<file path="config.mk">
export PLATFORM = sky130hd
export DESIGN_NAME = reg_alu_engine
export DESIGN_NICKNAME = d
export VERILOG_FILES = /design/src/rtl/reg_alu_engine.sv
export SDC_FILE = /design/constraint.sdc
export NUM_CORES = 1
export LEC_CHECK = 0
export ABC_AREA = 1
export CORE_MARGIN = 5
export CORE_UTILIZATION = 60
export CTS_BUF_LIST = sky130_fd_sc_hd__clkbuf_8
export DETAILED_ROUTE_END_ITERATION = 8
export DONT_BUFFER_PORTS = 1
export PLACE_DENSITY = 0.82
export RECOVER_POWER = 25
export REMOVE_ABC_BUFFERS = 1
export SLEW_MARGIN = 20
export SYNTH_ARGS = -nofsm -noshare
export SYNTH_HDL_FRONTEND = slang
export SYNTH_SLANG_ARGS = --single-unit
</file>
<file path="constraint.sdc">
create_clock -name clk -period 6.4 [get_ports clk]
set_input_delay 1.28 -clock clk [delete_from_list [all_inputs] [get_ports clk]]
set_output_delay 1.28 -clock clk [all_outputs]
set_load 0.02 [all_outputs]
</file>
<file path="src/rtl/reg_alu_engine.sv">
// Parametrised register-file ALU with a valid/ready command port and a shift-add multiply.
// Optional flag output is enabled by defining REG_ALU_FLAGS_EN.
module reg_alu_engine #(
  parameter int unsigned WIDTH = 4,
  parameter int unsigned NREGS = 4,
  localparam int unsigned AW = $clog2(NREGS)
) (
  input  logic             clk,
  input  logic             rst,
  input  logic             in_valid,
  output logic             in_ready,
  input  logic [AW-1:0]    rd_addr,
  input  logic [AW-1:0]    we_addr,
  input  logic [WIDTH-1:0] immediate,
  input  logic [2:0]       control,
  input  logic [AW-1:0]    dbg_addr,
  output logic [WIDTH-1:0] dbg_data,
  output logic             out_valid,
  output logic [AW-1:0]    out_addr,
  output logic [WIDTH-1:0] out_data,
  output logic [2:0]       flags
);

  localparam int unsigned CW = $clog2(WIDTH);

  localparam logic [0:0] S_IDLE = 1'b0;
  localparam logic [0:0] S_MUL  = 1'b1;

  localparam logic [2:0] OP_AND  = 3'b000;
  localparam logic [2:0] OP_OR   = 3'b001;
  localparam logic [2:0] OP_ADD  = 3'b010;
  localparam logic [2:0] OP_MUL  = 3'b011;
  localparam logic [2:0] OP_ANDN = 3'b100;
  localparam logic [2:0] OP_ORN  = 3'b101;
  localparam logic [2:0] OP_SUB  = 3'b110;
  localparam logic [2:0] OP_SLT  = 3'b111;

  logic [0:0]         state_q, state_d;
  logic [WIDTH-1:0]   regs_q [NREGS];
  logic [WIDTH-1:0]   regs_d [NREGS];
  logic [2*WIDTH-1:0] mul_a_q, mul_a_d;
  logic [2*WIDTH-1:0] acc_q, acc_d;
  logic [WIDTH-1:0]   mul_b_q, mul_b_d;
  logic [AW-1:0]      mul_dst_q, mul_dst_d;
  logic [CW-1:0]      cnt_q, cnt_d;
  logic               out_valid_q, out_valid_d;
  logic [AW-1:0]      out_addr_q, out_addr_d;
  logic [WIDTH-1:0]   out_data_q, out_data_d;

  logic               accept;
  logic               mul_last;
  logic [WIDTH-1:0]   op_a;
  logic [WIDTH-1:0]   alu_res;
  logic [2*WIDTH-1:0] mul_sum;

  assign in_ready  = (state_q == S_IDLE) && !rst;
  assign accept    = in_valid && in_ready;
  assign op_a      = regs_q[rd_addr];
  assign dbg_data  = regs_q[dbg_addr];
  assign out_valid = out_valid_q;
  assign out_addr  = out_addr_q;
  assign out_data  = out_data_q;

  // One multiplier bit per cycle: add the shifted multiplicand when B's LSB is set.
  assign mul_sum  = acc_q + (mul_b_q[0] ? mul_a_q : '0);
  assign mul_last = (state_q == S_MUL) && (cnt_q == CW'(WIDTH - 1));

  always_comb begin
    alu_res = '0;
    case (control)
      OP_AND:  alu_res = op_a & immediate;
      OP_OR:   alu_res = op_a | immediate;
      OP_ADD:  alu_res = op_a + immediate;
      OP_ANDN: alu_res = op_a & ~immediate;
      OP_ORN:  alu_res = op_a | ~immediate;
      OP_SUB:  alu_res = op_a - immediate;
      OP_SLT:  alu_res = {{(WIDTH-1){1'b0}}, ($signed(op_a) < $signed(immediate))};
      default: alu_res = '0;
    endcase
  end

  always_comb begin
    state_d     = state_q;
    regs_d      = regs_q;
    mul_a_d     = mul_a_q;
    mul_b_d     = mul_b_q;
    mul_dst_d   = mul_dst_q;
    acc_d       = acc_q;
    cnt_d       = cnt_q;
    out_valid_d = 1'b0;
    out_addr_d  = out_addr_q;
    out_data_d  = out_data_q;
    case (state_q)
      S_IDLE: begin
        if (accept) begin
          if (control == OP_MUL) begin
            mul_a_d   = {{WIDTH{1'b0}}, op_a};
            mul_b_d   = immediate;
            mul_dst_d = we_addr;
            acc_d     = '0;
            cnt_d     = '0;
            state_d   = S_MUL;
          end else begin
            regs_d[we_addr] = alu_res;
            out_valid_d     = 1'b1;
            out_addr_d      = we_addr;
            out_data_d      = alu_res;
          end
        end
      end
      S_MUL: begin
        acc_d   = mul_sum;
        mul_a_d = mul_a_q << 1;
        mul_b_d = mul_b_q >> 1;
        cnt_d   = cnt_q + CW'(1);
        if (mul_last) begin
          regs_d[mul_dst_q] = mul_sum[WIDTH-1:0];
          out_valid_d       = 1'b1;
          out_addr_d        = mul_dst_q;
          out_data_d        = mul_sum[WIDTH-1:0];
          state_d           = S_IDLE;
        end
      end
      default: state_d = S_IDLE;
    endcase
  end

  always_ff @(posedge clk) begin
    if (rst) begin
      state_q     <= S_IDLE;
      regs_q      <= '{default: '0};
      mul_a_q     <= '0;
      mul_b_q     <= '0;
      mul_dst_q   <= '0;
      acc_q       <= '0;
      cnt_q       <= '0;
      out_valid_q <= 1'b0;
      out_addr_q  <= '0;
      out_data_q  <= '0;
    end else begin
      state_q     <= state_d;
      regs_q      <= regs_d;
      mul_a_q     <= mul_a_d;
      mul_b_q     <= mul_b_d;
      mul_dst_q   <= mul_dst_d;
      acc_q       <= acc_d;
      cnt_q       <= cnt_d;
      out_valid_q <= out_valid_d;
      out_addr_q  <= out_addr_d;
      out_data_q  <= out_data_d;
    end
  end

`ifdef REG_ALU_FLAGS_EN
  logic [2:0] flags_q, flags_d;

  // Flags follow the register write; add carry-out shows up as a wrapped sum below A.
  always_comb begin
    flags_d = flags_q;
    if (accept && (control != OP_MUL)) begin
      flags_d = {(alu_res == '0), 1'b0, 1'b0};
      if (control == OP_ADD) begin
        flags_d[1] = (alu_res < op_a);
        flags_d[0] = (op_a[WIDTH-1] == immediate[WIDTH-1]) && (alu_res[WIDTH-1] != op_a[WIDTH-1]);
      end else if (control == OP_SUB) begin
        flags_d[1] = (op_a >= immediate);
        flags_d[0] = (op_a[WIDTH-1] != immediate[WIDTH-1]) && (alu_res[WIDTH-1] != op_a[WIDTH-1]);
      end
    end else if (mul_last) begin
      flags_d = {(mul_sum[WIDTH-1:0] == '0), |mul_sum[2*WIDTH-1:WIDTH], 1'b0};
    end
  end

  always_ff @(posedge clk) begin
    if (rst) flags_q <= '0;
    else     flags_q <= flags_d;
  end

  assign flags = flags_q;
`else
  assign flags = 3'b000;
`endif

endmodule

</file>
==> reports/summary.txt, run 1 <==
status = complete, no violations
switch share = 0.2743
FF-to-FF path depth = 11
Slew Limit Fails = 0
Hold Buf Count CTS = 0
final net count = 449
Max Root-Sink Buffers = 2
IO Count = 31
CTS sink count = 40
Synth Area in Adders = 0.07668
pin count of the biggest net entering global routing = 31
routed wire length = 6.978 mm
first-pass GRT wire length = 11.87 mm
hold path depth = 2
setup slack after layout = 3.193 ns
multiplexer share of the synthesized area = 0
Rows = 24
hold_sp = cnt_q[1]$_SDFFE_PP0P_
Power Density = 207.3 nW/um2
ANT nets after route = 0
Root Buffer = clkbuf_8
Die Y = 77.60 um
largest family of logic cells by synthesized area = simple AND/OR/NAND/NOR gates
gr ovfl total = 0
Fin Setup TNS = 0 ns
Worst Hold Path EP = cnt_q[1]$_SDFFE_PP0P_
HPWL Detailed = 5.042 mm
diodes inserted = 0
Max Cap Viol = 0
worst skew pair latency = 0.29 ns
H-tree depth = 2
Flop pwr share = 0.457
Synth Flop Type = dfxtp_1
initial antenna violation count = 0
GRT Overall Usage = 0.2343
FF-to-FF Start = state_q$_SDFF_PP0_
DR DRC count = 0
nature of the critical path startpoint = input pin
most common library cells after synthesis = nand2_1 (100), nor2_1 (53), a21oi_1 (44)
worst reg2reg setup slack = 3.79 ns
DP Area = 2714 um2
area leader, netlist = dfxtp_1
synth top area cells = dfxtp_1 (29%), nand2_1 (14%), a21oi_1 (8.0%)
Setup Buffers After CTS = 0
DRT iter0 DRCs = 206
critical path's largest stage delay = 0.38 ns
Yosys warning total = 0
Hold Path Class = reg2reg
via count = 2714
Netlist cell types = 33
Tot Pwr = 584.8 uW
post-synth top area share = 0.2921
worst path cell trace = inv_1 > o21ai_0 > o22ai_1
most frequent cell after synthesis = nand2_1
Pre-Repair DR Iteration Count = 5
Gate power share = 0.160
Final Hold Fails = 0
WP data required = 5.12 ns
Rel. slew slack = 0.4869
Fmax = 0.3118 GHz
Synth Register Bits = 40
switching power = 160.4 uW
clk slew on worst S/H paths = 0.07 ns
Synth Area in Compound Gates = 0.1807
Die W = 77.60 um
Area Growth Syn to Fin = 2.921%
cell count after synthesis = 424
IO buf count = 0
# setup viols final = 0
worst-path fanout max = 9
Syn Std Cell Area = 2741 um2
Routed WL per cell = 14.82 um
Crit path arrival time = 1.93 ns
min Tclk post-route = 3.207 ns
pre-CTS setup slack = 3.202 ns
Worst Setup End Kind = output pin
fraction of layout cells with a size suffix above 1 = 0.07637
core area = 4384 um2
worst reg2reg path endpoint = regs_q[8]$_SDFFE_PP0P_
Internal Power = 424.4 uW
number of synthesized flops with an enable pin = 0
critical path class = in2out
vias in the first global route = 2609
number of gates resized after cts = 0
GP Congestion = 0.8964
slew at the pin with the worst max-slew slack = 0.7668 ns
Synth Area in Simple Gates = 0.3236
Max VDD drop = 0.0001675 V
die area = 6021 um2
sequential share of the synthesized area = 0.2921
RSZ-0062 raised after global routing = false
clock skew = 0.005597 ns
CTS tree = done
starting density of the core = 0.6253
Synth Area in XOR/XNOR = 0.01597
CP max-delay cell = o22ai_1
Avg Inst Size Synth = 6.466 um2
period utilisation layout = 0.5012
CTS Buf Count = 5
Async S/R FF share, synth = 0
cell area after layout = 2821 um2
LEAKAGE = 0.001359 uW
Clk pwr share = 0.383
via/cell ratio = 5.762
==> layout make-up <==
| cell class | count | area, um2 |
|---|---|---|
| flip-flops and latches | 40 | 800.8 |
| clock inverters | 1 | 30.03 |
| fillers | 387 | 1563 |
| clock buffers | 7 | 96.34 |
| repair buffers | 1 | 7.507 |
| multi-input cells | 322 | 1635 |
| inverters | 48 | 186.4 |
| well taps | 52 | 65.06 |
==> cell usage in the layout, fill, tap and decap left out, types with 4 or more instances in the layout <==
master / count
xor2_1: 4
inv_2: 8
nand3_1: 39
a21oi_1: 44
ha_1: 12
clkbuf_8: 7
inv_1: 38
nand2_1: 101
dfxtp_1: 40
o22ai_1: 4
nor2_1: 55
o21ai_0: 34
==> worst max-delay path, delay by kind of cell <==
| kind | cells | cell delay (ns) |
|---|---|---|
| buffers and inverters | 1 | 0.15 |
| AO/OA/AOI/OAI | 2 | 0.50 |
==> metrics by stage <==
step	util	cells	hold slack, ns
6_report	0.6436	471	0.4634
5_1_grt	0.6436	471	0.4903
4_1_cts	0.6478	471	0.4653
3_5_place_dp	0.6190	463	0.4561
3_3_place_gp	0.6190	463	0.4414
2_1_floorplan	-	410	0.4353
==> registers in the layout, summed over array words and instances, names as in the netlist <==
| name | count |
|---|---|
| mul_dst_q | 2 |
| mul_a_q | 4 |
| mul_b_q | 4 |
| acc_q | 4 |
| regs_q | 16 |
| out_data | 4 |
| cnt_q | 2 |
| out_addr | 2 |
| out_valid | 1 |
| state_q | 1 |
==> power groups by stage <==
stage	logic (uW)	clock network, uW	registers (uW)
final	93.8	224	267
after global routing	106	238	268
after CTS	94.2	225	267
after detailed placement	93.3	0	273
after global placement	91.1	0	273
after floorplan	74.0	0	271
==> layer usage <==
metal  global-route usage  routed length [um]
met5                    0                   0
met4              0.07904                 103
met3              0.04630                 641
met2               0.3848                3245
met1               0.3064                2987
==> cell families after synthesis <==
group	after synthesis
AOI/OAI and AO/OA	93
xor gates and xnor gates	5
DFF	40
adders and majority gates	15
other	1
buffers and inverters	64
and+or+nand+nor	206
==> worst max-delay path by stage <==
stage / cells after the start / end / slack [ns] / startpoint
after global placement: 3 / dbg_data[3] / 3.24 / dbg_addr[0]
final: 3 / dbg_data[3] / 3.19 / dbg_addr[0]
after detailed placement: 3 / dbg_data[0] / 3.20 / dbg_addr[0]
after CTS: 3 / dbg_data[0] / 3.20 / dbg_addr[0]
after global routing: 3 / dbg_data[2] / 3.12 / dbg_addr[0]
after floorplan: 3 / dbg_data[0] / 3.29 / dbg_addr[0]
Power figures use the tool's default switching activity.
==> run 2, diff against run 1 <==
Settings changed: ABC_AREA 1 to 0.
Clock period 6.4 ns to 3 ns, I/O delays scaled along.
==> reports/summary.txt, run 2 <==
worst reg2reg setup slack = 0.36 ns (was 3.79 ns)
Internal Power = 796.9 uW (was 424.4 uW)
commonest cells after routing, fill and taps aside = nor2_1 (44), dfxtp_1 (40), a21oi_1 (22), nand2_1 (21), inv_1 (13) (was nand2_1 (101), nor2_1 (55), a21oi_1 (44), dfxtp_1 (40), nand3_1 (39))
Max VDD drop = 0.0002373 V (was 0.0001675 V)
most frequent cell after synthesis = nor2_1 (was nand2_1)
# setup viols final = 0 (unchanged)
Async S/R FF share, synth = 0 (unchanged)
Rows = 24 (unchanged)
Pre-Repair DR Iteration Count = 4 (was 5)
Root Buffer = clkbuf_8 (unchanged)
clk slew on worst S/H paths = 0.08 ns (was 0.07 ns)
HPWL Detailed = 4.672 mm (was 5.042 mm)
initial antenna violation count = 0 (unchanged)
post-synth top area share = 0.3027 (was 0.2921)
DRT iter0 DRCs = 232 (was 206)
CTS Buf Count = 5 (unchanged)
Avg Inst Size Synth = 8.758 um2 (was 6.466 um2)
Crit path arrival time = 2.82 ns (was 1.93 ns)
max FFs per register = 16 (unchanged)
final net count = 327 (was 449)
Routed WL per cell = 18.28 um (was 14.82 um)
Slew Limit Fails = 0 (unchanged)
gr ovfl total = 0 (unchanged)
Rel. slew slack = 0.5524 (was 0.4869)
RSZ-0062 raised after global routing = false (unchanged)
Flop pwr share = 0.521 (was 0.457)
Final Hold Fails = 0 (unchanged)
setup slack after layout = 0.3595 ns (was 3.193 ns)
Fmax = 0.3787 GHz
via/cell ratio = 6.461 (was 5.762)
DP Cell Count = 341 (was 463)
Fin Setup TNS = 0 ns (unchanged)
worst skew pair latency = 0.29 ns (about the same)
Die W = 76.40 um (was 77.60 um)
min Tclk post-route = 2.640 ns
hold_sp = rst (was cnt_q[1]$_SDFFE_PP0P_)
Power Density = 401.5 nW/um2 (was 207.3 nW/um2)
via count = 2255 (was 2714)
most common library cells after synthesis = nor2_1 (43), dfxtp_1 (40), a21oi_1 (22) (was nand2_1 (100), nor2_1 (53), a21oi_1 (44))
Setup Buffers After CTS = 0 (unchanged)
synth top area cells = dfxtp_1 (30%), nor2_1 (6.1%), ha_1 (5.7%) (was dfxtp_1 (29%), nand2_1 (14%), a21oi_1 (8.0%))
area leader, netlist = dfxtp_1 (unchanged)
Worst Hold Path EP = regs_q[12]$_SDFFE_PP0P_ (was cnt_q[1]$_SDFFE_PP0P_)
cell count after synthesis = 302 (was 424)
DR DRC count = 0 (unchanged)
slew at the pin with the worst max-slew slack = 0.6715 ns (was 0.7668 ns)
nature of the critical path startpoint = register (was input pin)
Synth Register Bits = 40 (unchanged)
hold path depth = 1 (was 2)
ANT nets after route = 0 (unchanged)
Syn Std Cell Area = 2645 um2 (was 2741 um2)
GP Congestion = 0.9722 (was 0.8964)
FF-to-FF Start = regs_q[0]$_SDFFE_PP0P_ (was state_q$_SDFF_PP0_)
switching power = 292.1 uW (was 160.4 uW)
sequential share of the synthesized area = 0.3027 (was 0.2921)
number of synthesized flops with an enable pin = 0 (unchanged)
Top reg by flops = regs_q (unchanged)
Netlist cell types = 55 (was 33)
fraction of layout cells with a size suffix above 1 = 0.09428 (was 0.07637)
first-pass GRT wire length = 10.64 mm (was 11.87 mm)
pin count of the biggest net entering global routing = 46 (was 31)
LEAKAGE = 0.001019 uW (was 0.001359 uW)
CTS sink count = 40 (unchanged)
FF-to-FF path depth = 9 (was 11)
Area Growth Syn to Fin = 2.554% (was 2.921%)
core area = 4324 um2 (was 4384 um2)
IO Count = 31 (unchanged)
fin util = 0.6273 (was 0.6436)
starting density of the core = 0.6117 (was 0.6253)
status = complete, no violations (unchanged)
Hold Buf Count CTS = 0 (unchanged)
final std cells w/o fill = 349 (was 471)
number of gates resized after cts = 0 (unchanged)
IO buf count = 0 (unchanged)
pre-CTS setup slack = 0.1236 ns (was 3.202 ns)
Synth Flop Type = dfxtp_1 (unchanged)
die area = 5836 um2 (was 6021 um2)
Hold Path Class = in2reg (was reg2reg)
period utilisation layout = 0.8802
fill count = 396 (was 387)
critical path class = reg2reg (was in2out)
diodes inserted = 0 (unchanged)
H-tree depth = 2 (unchanged)
switch share = 0.2682 (was 0.2743)
Die Y = 76.40 um (was 77.60 um)
Max Root-Sink Buffers = 2 (unchanged)
vias in the first global route = 2148 (was 2609)
GRT Overall Usage = 0.2253 (was 0.2343)
WP data required = 3.18 ns (was 5.12 ns)
Yosys warning total = 0 (unchanged)
Clk pwr share = 0.329 (was 0.383)
CTS tree = done (unchanged)
most common cell after layout, fill and taps aside = nor2_1 (was nand2_1)
routed wire length = 6.379 mm (was 6.978 mm)
Gate power share = 0.151 (was 0.160)
Max Cap Viol = 0 (unchanged)
clock skew = 0.009385 ns (was 0.005597 ns)
Worst Setup End Kind = register (was output pin)
worst-path fanout max = 5 (was 9)
worst reg2reg path endpoint = regs_q[10]$_SDFFE_PP0P_ (was regs_q[8]$_SDFFE_PP0P_)
## run 2: cell families (layout without fill, tap and decap cells)
kind of cell	after synthesis	in the layout	synth area share
AOI/OAI and AO/OA	78	78	0.2096
buffers and inverters	31	24	0.06102
xor gates and xnor gates	9	9	0.02980
adders and majority gates	17	17	0.08798
other	1	3	0.001418
DFF	40	40	0.3027
and+or+nand+nor	111	111	0.2100
muxes	15	15	0.09745
## run 2: metal layers
layer | vias to the layer above | share of wire | global-route usage
met2 | 106 | 0.47 | 0.3399
li1 | 1075 | - | -
met4 | 0 | 0.023 | 0.08392
met5 | - | 0 | 0
met1 | 1057 | 0.43 | 0.3059
met3 | 17 | 0.084 | 0.06383
## run 2: how the worst max path moves through the flow
| stage | from | endpoint | depth (start not counted) |
|---|---|---|---|
| 4_1_cts | regs_q[0]$_SDFFE_PP0P_ | regs_q[10]$_SDFFE_PP0P_ | 9 |
| 5_1_grt | regs_q[8]$_SDFFE_PP0P_ | regs_q[10]$_SDFFE_PP0P_ | 9 |
| 6_report | regs_q[0]$_SDFFE_PP0P_ | regs_q[10]$_SDFFE_PP0P_ | 9 |
| 3_3_place_gp | rd_addr[1] | regs_q[10]$_SDFFE_PP0P_ | 9 |
| 3_5_place_dp | rd_addr[1] | regs_q[10]$_SDFFE_PP0P_ | 9 |
| 2_1_floorplan | rd_addr[1] | regs_q[10]$_SDFFE_PP0P_ | 9 |
## run 2: power groups by stage
stage / sequential, uW / combinational [uW] / clock [uW]
2_1_floorplan: 576 / 128 / 0
3_3_place_gp: 578 / 158 / 0
3_5_place_dp: 579 / 161 / 0
4_1_cts: 567 / 162 / 367
5_1_grt: 569 / 180 / 397
6_report: 567 / 164 / 358
## run 2: through the flow
| stage | power (uW) | hold WS, ns | instance area (um2) |
|---|---|---|---|
| after detailed placement | 740.0 | 0.4541 | 2635 |
| after CTS | 1096 | 0.3591 | 2725 |
| after global placement | 735.8 | 0.4387 | 2635 |
| final | 1089 | 0.3673 | 2713 |
| after global routing | 1146 | 0.3477 | 2713 |
| after floorplan | 703.6 | 0.4307 | 2532 |
## run 2: layout make-up
cell class	instances	area [um2]	share of cell area
Multi-Input combinational cell	233	1682	0.6199
Clock inverter	2	7.507	0.002768
Inverter	11	41.29	0.01522
Timing Repair Buffer	5	33.78	0.01245
Sequential cell	40	800.8	0.2952
Tap cell	52	65.06	0.02399
Clock buffer	6	82.58	0.03044
## run 2: critical path, cell delays in order, from the launching register on
cell and delay, ns:
dfxtp_1 0.35, mux4_2 0.56, ha_1 0.25, fa_1 0.37
mux2i_1 0.17, xnor2_1 0.14, o211a_1 0.28, nor3_1 0.08
a311oi_1 0.26, nor3_1 0.08
